### src/rtl/piso_pkg.sv
// Shared types and sizing helpers for the piso_stream serializer.
// PISO_PARITY_EN adds the PARITY state and one extra bit per frame.
package piso_pkg;

`ifdef PISO_PARITY_EN
    typedef enum logic [1:0] {
        IDLE   = 2'd0,
        SHIFT  = 2'd1,
        PARITY = 2'd2
    } piso_state_e;

    localparam int FRAME_EXTRA = 1;
`else
    typedef enum logic [1:0] {
        IDLE  = 2'd0,
        SHIFT = 2'd1
    } piso_state_e;

    localparam int FRAME_EXTRA = 0;
`endif

    function automatic int cnt_width(input int width);
        return $clog2(width + 1);
    endfunction

    function automatic int frame_len(input int width);
        return width + FRAME_EXTRA;
    endfunction

endpackage

### src/rtl/piso_stream_if.sv
// Producer-side load handshake and serial-side outputs of piso_stream.
interface piso_stream_if #(
    parameter int WIDTH = 8
);
    logic [WIDTH-1:0] data_in;
    logic             load_valid;
    logic             load_ready;
    logic             msb_first;
    logic             serial_out;
    logic             serial_valid;
    logic             busy;
    logic             frame_done;

    modport master (
        output data_in, load_valid, msb_first,
        input  load_ready, serial_out, serial_valid, busy, frame_done
    );

    modport slave (
        input  data_in, load_valid, msb_first,
        output load_ready, serial_out, serial_valid, busy, frame_done
    );
endinterface

### src/rtl/piso_hold_buf.sv
// One-entry holding register (word + bit order) with a full flag.
module piso_hold_buf
    import piso_pkg::*;
#(
    parameter int WIDTH = 8
) (
    input  logic             clk,
    input  logic             reset,
    input  logic             load,
    input  logic             drain,
    input  logic [WIDTH-1:0] data_in,
    input  logic             order_in,
    output logic             full,
    output logic [WIDTH-1:0] data,
    output logic             order
);

    always_ff @(posedge clk or posedge reset) begin
        if (reset) begin
            full  <= 1'b0;
            data  <= '0;
            order <= 1'b0;
        end else if (load) begin
            full  <= 1'b1;
            data  <= data_in;
            order <= order_in;
        end else if (drain) begin
            full  <= 1'b0;
        end
    end

endmodule

### src/rtl/piso_stream.sv
// Parallel-in/serial-out streamer with one-word holding buffer for gapless frames.
// Define PISO_PARITY_EN to append an even-parity bit to every frame.
//
// state  | meaning
// IDLE   | nothing shifting, serial_valid low
// SHIFT  | emitting a data bit; cnt_q = data bits still to follow
// PARITY | emitting the parity bit (PISO_PARITY_EN only)
module piso_stream
    import piso_pkg::*;
#(
    parameter int WIDTH = 8
) (
    input  logic   clk,
    input  logic   reset,
    piso_stream_if.slave bus
);

    localparam int CNT_W = cnt_width(WIDTH);

    piso_state_e      state_q, state_d;
    logic [WIDTH-1:0] shreg_q, shreg_d;
    logic             msb_q, msb_d;
    logic [CNT_W-1:0] cnt_q, cnt_d;
    logic             so_q, so_d;
`ifdef PISO_PARITY_EN
    logic             par_q, par_d;
`endif

    logic             hold_full;
    logic             hold_msb;
    logic [WIDTH-1:0] hold_data;

    logic             accept;
    logic             last_bit;
    logic             direct;
    logic             hold_load;
    logic             hold_drain;
    logic             load_en;
    logic [WIDTH-1:0] load_word;
    logic             load_msb;

    assign bus.load_ready = !hold_full && !reset;
    assign accept         = bus.load_valid && bus.load_ready;

`ifdef PISO_PARITY_EN
    assign last_bit = (state_q == PARITY);
`else
    assign last_bit = (state_q == SHIFT) && (cnt_q == '0);
`endif

    // hold_full blocks accept, so a drain and a new hold load never coincide
    assign direct     = accept && ((state_q == IDLE) || (last_bit && !hold_full));
    assign hold_drain = last_bit && hold_full;
    assign hold_load  = accept && !direct;

    piso_hold_buf #(.WIDTH(WIDTH)) u_hold (
        .clk      (clk),
        .reset    (reset),
        .load     (hold_load),
        .drain    (hold_drain),
        .data_in  (bus.data_in),
        .order_in (bus.msb_first),
        .full     (hold_full),
        .data     (hold_data),
        .order    (hold_msb)
    );

    always_comb begin
        state_d   = state_q;
        shreg_d   = shreg_q;
        msb_d     = msb_q;
        cnt_d     = cnt_q;
        so_d      = 1'b0;
`ifdef PISO_PARITY_EN
        par_d     = par_q;
`endif
        load_en   = 1'b0;
        load_word = bus.data_in;
        load_msb  = bus.msb_first;

        if (hold_drain) begin
            load_en   = 1'b1;
            load_word = hold_data;
            load_msb  = hold_msb;
        end else if (direct) begin
            load_en   = 1'b1;
        end

        if (load_en) begin
            // first bit goes straight to the output flop; the rest stays in shreg
            state_d = SHIFT;
            msb_d   = load_msb;
            cnt_d   = CNT_W'(WIDTH - 1);
            so_d    = load_msb ? load_word[WIDTH-1] : load_word[0];
            shreg_d = load_msb ? (load_word << 1) : (load_word >> 1);
`ifdef PISO_PARITY_EN
            par_d   = ^load_word;
`endif
        end else begin
            case (state_q)
                SHIFT: begin
                    if (cnt_q != '0) begin
                        so_d    = msb_q ? shreg_q[WIDTH-1] : shreg_q[0];
                        shreg_d = msb_q ? (shreg_q << 1) : (shreg_q >> 1);
                        cnt_d   = cnt_q - 1'b1;
                    end else begin
`ifdef PISO_PARITY_EN
                        state_d = PARITY;
                        so_d    = par_q;
`else
                        state_d = IDLE;
`endif
                    end
                end
`ifdef PISO_PARITY_EN
                PARITY: state_d = IDLE;
`endif
                default: state_d = IDLE;
            endcase
        end
    end

    always_ff @(posedge clk or posedge reset) begin
        if (reset) begin
            state_q <= IDLE;
            shreg_q <= '0;
            msb_q   <= 1'b0;
            cnt_q   <= '0;
            so_q    <= 1'b0;
`ifdef PISO_PARITY_EN
            par_q   <= 1'b0;
`endif
        end else begin
            state_q <= state_d;
            shreg_q <= shreg_d;
            msb_q   <= msb_d;
            cnt_q   <= cnt_d;
            so_q    <= so_d;
`ifdef PISO_PARITY_EN
            par_q   <= par_d;
`endif
        end
    end

    assign bus.serial_out   = so_q;
    assign bus.serial_valid = (state_q != IDLE);
    assign bus.frame_done   = last_bit;
    assign bus.busy         = (state_q != IDLE) || hold_full;

endmodule

### src/flat_wrapper.sv
// flat-port wrapper written by rule: the top's interface ports become plain ports
module piso_stream_flat import piso_pkg::*;
#(
    parameter int WIDTH = 8
)
  (clk, reset, bus_data_in, bus_load_valid, bus_msb_first, bus_load_ready, bus_serial_out, bus_serial_valid, bus_busy, bus_frame_done);
  piso_stream_if #(.WIDTH(WIDTH)) bus_i ();
  input  logic clk;
  input  logic reset;
  input wire logic [$bits(bus_i.data_in)-1:0] bus_data_in;
  input wire logic [$bits(bus_i.load_valid)-1:0] bus_load_valid;
  input wire logic [$bits(bus_i.msb_first)-1:0] bus_msb_first;
  output wire logic [$bits(bus_i.load_ready)-1:0] bus_load_ready;
  output wire logic [$bits(bus_i.serial_out)-1:0] bus_serial_out;
  output wire logic [$bits(bus_i.serial_valid)-1:0] bus_serial_valid;
  output wire logic [$bits(bus_i.busy)-1:0] bus_busy;
  output wire logic [$bits(bus_i.frame_done)-1:0] bus_frame_done;
  assign bus_i.data_in = bus_data_in;
  assign bus_i.load_valid = bus_load_valid;
  assign bus_i.msb_first = bus_msb_first;
  assign bus_load_ready = bus_i.load_ready;
  assign bus_serial_out = bus_i.serial_out;
  assign bus_serial_valid = bus_i.serial_valid;
  assign bus_busy = bus_i.busy;
  assign bus_frame_done = bus_i.frame_done;
  piso_stream #(.WIDTH(WIDTH)) u_core (.clk(clk), .reset(reset), .bus(bus_i));
endmodule
### config.mk
export PLATFORM = sky130hd
export DESIGN_NAME = piso_stream_flat
export DESIGN_NICKNAME = d
export VERILOG_FILES = /design/src/rtl/piso_pkg.sv /design/src/rtl/piso_stream_if.sv /design/src/rtl/piso_hold_buf.sv /design/src/rtl/piso_stream.sv /design/src/flat_wrapper.sv
export SDC_FILE = /design/constraint.sdc
export NUM_CORES = 1
export LEC_CHECK = 0
export ABC_AREA = 1
export CAP_MARGIN = 20
export CORE_AREA = 5 5 72 74
export CTS_CLUSTER_SIZE = 28
export DETAILED_ROUTE_END_ITERATION = 16
export DIE_AREA = 0 0 77 79
export SYNTH_ARGS = -nofsm -noshare
export SYNTH_HDL_FRONTEND = slang
export SYNTH_SLANG_ARGS = --single-unit
export TNS_END_PERCENT = 30
### constraint.sdc
create_clock -name clk -period 2.6 [get_ports clk]
set_clock_uncertainty 0.1 [all_clocks]
set_input_delay 0.26 -clock clk [delete_from_list [all_inputs] [get_ports clk]]
set_output_delay 0.26 -clock clk [all_outputs]
set_load 0.005 [all_outputs]
Word-level counts from Yosys, hierarchy flattened --
Index checks and enable logic that the tools add are counted. Widths: inputs -> output; s select.
Storage, ports and cells: register bits 26, output and inout port bits 5
Operators by class: $add $sub $neg 1, equal/unequal tests 2, mux-type cells 22, reduce and logical (&&, ||, !) cells 20
Operator list (number):
- $mux 8 | 6
- $mux 4 | 3
- $mux 1 | 10
- $reduce_bool 2->1 | 4
- $logic_and 1x1->1 | 7
- $mux 2 | 3
- $logic_not 4->1 | 1
- $reduce_bool 4->1 | 1
- $sub 4x1->4 const B | 1
- $logic_not 1->1 | 3
- $ne 3x2->1 const B | 1
- $eq 2x1->1 const B | 1
- $logic_not 2->1 | 1
- $logic_or 1x1->1 | 2
- $reduce_and 2->1 | 1

Depth between registers and ports, before layout --
depth in word-level cells 9, depth in mapped cells 10, gate-level depth less buffers 10

Modules after synthesis --
A second synthesis with hierarchy kept.
Second synthesis, totals: cells, all modules 193, area total of the unflattened synthesis 1483.9 sq um
By module, submodules not included:
- piso_stream | instances 1, cells each 150, area an instance 1102.3 sq um, sequential area each 375.4 sq um
- piso_hold_buf | instances 1, cells each 43, area an instance 381.6 sq um, sequential area each 250.2 sq um

Worst setup path before layout --
Ideal clock, no wire load.
kind register to register, start register u_core.cnt_q[0], end register u_core.u_hold.full, setup time 0.121 ns, data arrival time 1.443 ns, data required time 2.379 ns, slack 0.937 ns, cell stages (with the launch flop) 9, buffers on the path 1, cell sequence dfrtp_1 > inv_1 > ha_1 > nand2_4 > nand2_4 > inv_4 > o21bai_4 > buf_6 > o21ai_2
Between the ends: word-level cells in the longest chain between the ends 8, elaborated cells between the ends (all ways) 10, classes of those cells 1 x mux; 9 x reduce/logical
Ends and longest elaborated chain:
- start, declared | RTL line piso_stream.sv:23 | logic [CNT_W-1:0] cnt_q, cnt_d;
- start signal, assigned | RTL line piso_stream.sv:137 | cnt_q <= cnt_d;
- $logic_not 4->1 * | RTL line piso_stream.sv:48 | assign last_bit = (state_q == SHIFT) && (cnt_q == '0);
- $logic_and 1x1->1 * | RTL line piso_stream.sv:48
- $logic_and 1x1->1 | RTL line piso_stream.sv:52 | assign direct = accept && ((state_q == IDLE) || (last_bit && !hold_full));
- $logic_or 1x1->1 | RTL line piso_stream.sv:52
- $logic_and 1x1->1 | RTL line piso_stream.sv:52
- $logic_not 1->1 | RTL line piso_stream.sv:54 | assign hold_load = accept && !direct;
- $logic_and 1x1->1 | RTL line piso_stream.sv:54
- $mux 1 or $reduce_bool 2->1 (tied branches)
- end signal, assigned | RTL line piso_hold_buf.sv:20 | full <= 1'b0;
- end signal, assigned | RTL line piso_hold_buf.sv:24 | full <= 1'b1;
- end signal, assigned | RTL line piso_hold_buf.sv:28 | full <= 1'b0;
- end, declared | RTL line piso_hold_buf.sv:13 | output logic full,
Mark *: on every way between the ends. The rest lies on a longest branch, timed or not. A chain may end at the register's enable or synchronous reset.

Worst setup path after layout --
start register u_core.cnt_q[0], end output port bus_frame_done
Between the ends: word-level cells in the longest chain between the ends 2
Ends and longest elaborated chain:
- $logic_not 4->1 | RTL line piso_stream.sv:48
- $logic_and 1x1->1 | RTL line piso_stream.sv:48
- end, declared | RTL line flat_wrapper.sv:17 | output wire logic [$bits(bus_i.frame_done)-1:0] bus_frame_done;
No other way between the ends.

==> flow_summary.ini <==
[synth]
synth-seq-cells = 25
avgSynthCellArea_um2 = 8.29
yosys_most_used_dff = dfrtp_1
yosys.area_share.xor_xnor_pct = 0
ys_warn_count = 0
synth_top_family_by_area = simple AND/OR/NAND/NOR gates
synth_edf_count = 0
synthAdderAreaFrac_pct = 0.829
synthSimpleGateAreaFrac_pct = 29.9
ys_types = 28
syn_nets = 195
async_reset_ff_share_pct = 100
synth_compound_area_share_pct = 16.8
muxShareOfSynthArea_pct = 1.99
synth_area_um2 = 1510
syn_inst = 182
ys_seq_area_share_pct = 41.5

[global_route]
first_global_vias = 1082
grt_max_degree = 20
grtUsageTotal_pct = 10.5
grt-ovfl-total = 0
antenna_found_initial = 0
grt_first_pass_wirelength_mm = 5.24

[sta]
worst_pin_slew_ns = 0.548
hold_viol_final = 0
setup_viol = 0
fmax_mhz = 465
fin_crit_ns = 2.15
finalSetupTns_ns = 0
max_slew_margin_pct = 63.4
final_max_slew_viol_count = 0
rsz0062_at_grt = no
fin_crit_sh_pct = 82.8
timing.hold.ws_ns = 0.198

[detailed_routing]
drtIter0Drc = 72
viasPerCell = 4.55
wire_per_inst_um = 11.7
wl_mm = 2.97
postRouteAntennaNets = 0
vias = 1150
drc_errors = 0
firstDrtPassIters = 4

[clock_network]
post-cts-setup-buffers = 0
cts.sinks = 25
cts_tree = yes
clk_latency_ns = 0.26
cts_resized = 0
path_clk_slew_ns = 0.09
cts_max_level = 1
cts_buffer_depth = 2
ctsHoldBuffers = 0
root_buffer = clkbuf_8
cts_inserted_buffers = 3

[worst_setup_path]
cp-start-kind = flip-flop
crit_type = flip-flop to output pin
crit_path_max_incr_delay_ns = 0.50
worst-path-buf-inv = 2
end_kind = output pin
critPathSlowestCell = clkdlybuf4s50_1
cp_data_arrival_time_ns = 1.79
path_max_fanout = 6
cp_top_family = buffers and inverters
crit_chain = inv_1 > ha_1 > nand2_4 > nor2_1 > clkdlybuf4s50_1
critPathRequiredTime_ns = 2.24

[die]
core_area_um2 = 4540
die_area_um2 = 6080
io_pins = 17
num_rows = 25
start_util_pct = 33.3
die_h_um = 79
dieWidth_um = 77

[job]
cap_violations = 0

[power]
p_comb_share_pct = 49.2
finalPower_w = 0.00187
leakage_nw = 0.827
clockPowerShare_pct = 12.2
ir_drop_v = 0.000441
p_per_area_nw_per_um2 = 1060
p_sw_share_pct = 43.2
p_int_w = 0.00106
power_switching_w = 0.000805
p_seq_share_pct = 38.6

[placed_design]
port_buffers = 16
hpwlAfterDp_mm = 2.32
place_congestion = 0.802

[layout]
area_growth_pct = 16.7
drive_gt1_share_pct = 16.6
n_antenna_cell = 0
fillers = 455
nets = 213
ff_latch_area_um2 = 626
multi_input_area_um2 = 747

[run_status]
run_status = completed

[worst_hold_path]
hold_class = input port to async pin
## worst reg2reg max path: cells and delay by family, from the launching register on
family | cells | cell delay [ns]
simple gates | 3 | 0.42
compound gates | 2 | 0.53
flops | 1 | 0.36
fa+ha+maj | 1 | 0.35
buf+inv | 2 | 0.18
## power by group through the flow
stage	Sequential, W	Combinational, W	Clock [W]
2_1_floorplan	0.000680	0.000762	0
3_3_place_gp	0.000729	0.000916	0
3_5_place_dp	0.000728	0.000923	0
4_1_cts	0.000720	0.000926	0.000242
5_1_grt	0.000744	0.00104	0.000257
6_report	0.000720	0.000918	0.000229
## synth_stat cells (2+ instances only)
library cell / instances / area, µm²
dfrtp_1: 25 / 626
a21oi_1: 4 / 20.0
o21ai_2: 11 / 96.3
nand2_4: 5 / 56.3
nand3_1: 8 / 40.0
nor2_4: 4 / 45.0
nand2_1: 50 / 188
nand4_1: 2 / 12.5
o21ai_0: 18 / 90.1
nor2_1: 6 / 22.5
nand2_2: 3 / 18.8
mux2i_1: 3 / 30.0
nand3b_1: 4 / 30.0
inv_1: 25 / 93.8
## cell type report
class                      instances  area share, %
timing repair buffer              17           9.52
inverter                          27           6.18
multi-input combinational        126           42.4
sequential                        25           35.5
tap                               54           3.84
clock buffer                       4           2.56
## routing by layer
layer	up-vias	track usage, %	wire [µm]
li1	619	-	-
met1	506	15.1	1510
met2	19	15.8	1320
met3	6	1.36	71
met4	0	4.64	70
met5	-	0	0
## sequential cells by signal (all words and copies together), names as in the netlist
name,count
u_core.bus.serial_out,1
u_core.state_q,1
u_core.u_hold.full,1
u_core.shreg_q,8
u_core.msb_q,1
u_core.u_hold.data,8
u_core.cnt_q,4
u_core.u_hold.order,1
## cell usage in the layout, fill, tap and decap left out, types with 2 or more instances in the layout
cell	count
nand2_1	50
inv_1	25
dfrtp_1	25
o21ai_0	18
clkdlybuf4s50_1	16
o21ai_2	11
nand3_1	8
nor2_1	6
nand2_4	5
nor2_4	4
a21oi_1	4
nand3b_1	4
mux2i_1	3
nand2_2	3
clkbuf_8	3
nand4_1	2
## logic make-up (layout without fill, tap and decap cells)
| family | count (synthesis) | in the layout |
|---|---|---|
| multiplexers | 3 | 3 |
| AO/OA/AOI/OAI | 38 | 38 |
| AND/OR/NAND/NOR | 84 | 84 |
| adder cells (fa/ha/maj) | 1 | 1 |
| flip-flops | 25 | 25 |
| buffers and inverters | 31 | 48 |
## path summary, 6_finish.rpt
check	cells past startpoint	slack [ns]	endpoint	from
min in group clk	2	0.39	u_core.u_hold.data[3]$_DFFE_PP0P_	u_core.u_hold.data[3]$_DFFE_PP0P_
max reg2reg	8	0.59	u_core.u_hold.data[4]$_DFFE_PP0P_	u_core.cnt_q[0]$_DFFE_PP0P_
min	2	0.20	u_core.state_q[0]$_DFFE_PP0P_	reset
max in group asynchronous	3	1.65	u_core.shreg_q[3]$_DFFE_PP0P_	reset
min reg2reg	2	0.39	u_core.u_hold.data[3]$_DFFE_PP0P_	u_core.u_hold.data[3]$_DFFE_PP0P_
max	5	0.45	bus_frame_done	u_core.cnt_q[0]$_DFFE_PP0P_
## stage by stage
step	util [%]	worst slack [ns]	instances	area (µm²)
6_report	38.8	0.447	253	1760
4_1_cts	38.8	0.428	253	1760
5_1_grt	38.8	0.316	253	1760
3_3_place_gp	37.8	0.640	249	1720
2_1_floorplan	-	0.937	182	1510
3_5_place_dp	37.8	0.618	249	1720
No activity file was read; power rests on OpenSTA's default activity.
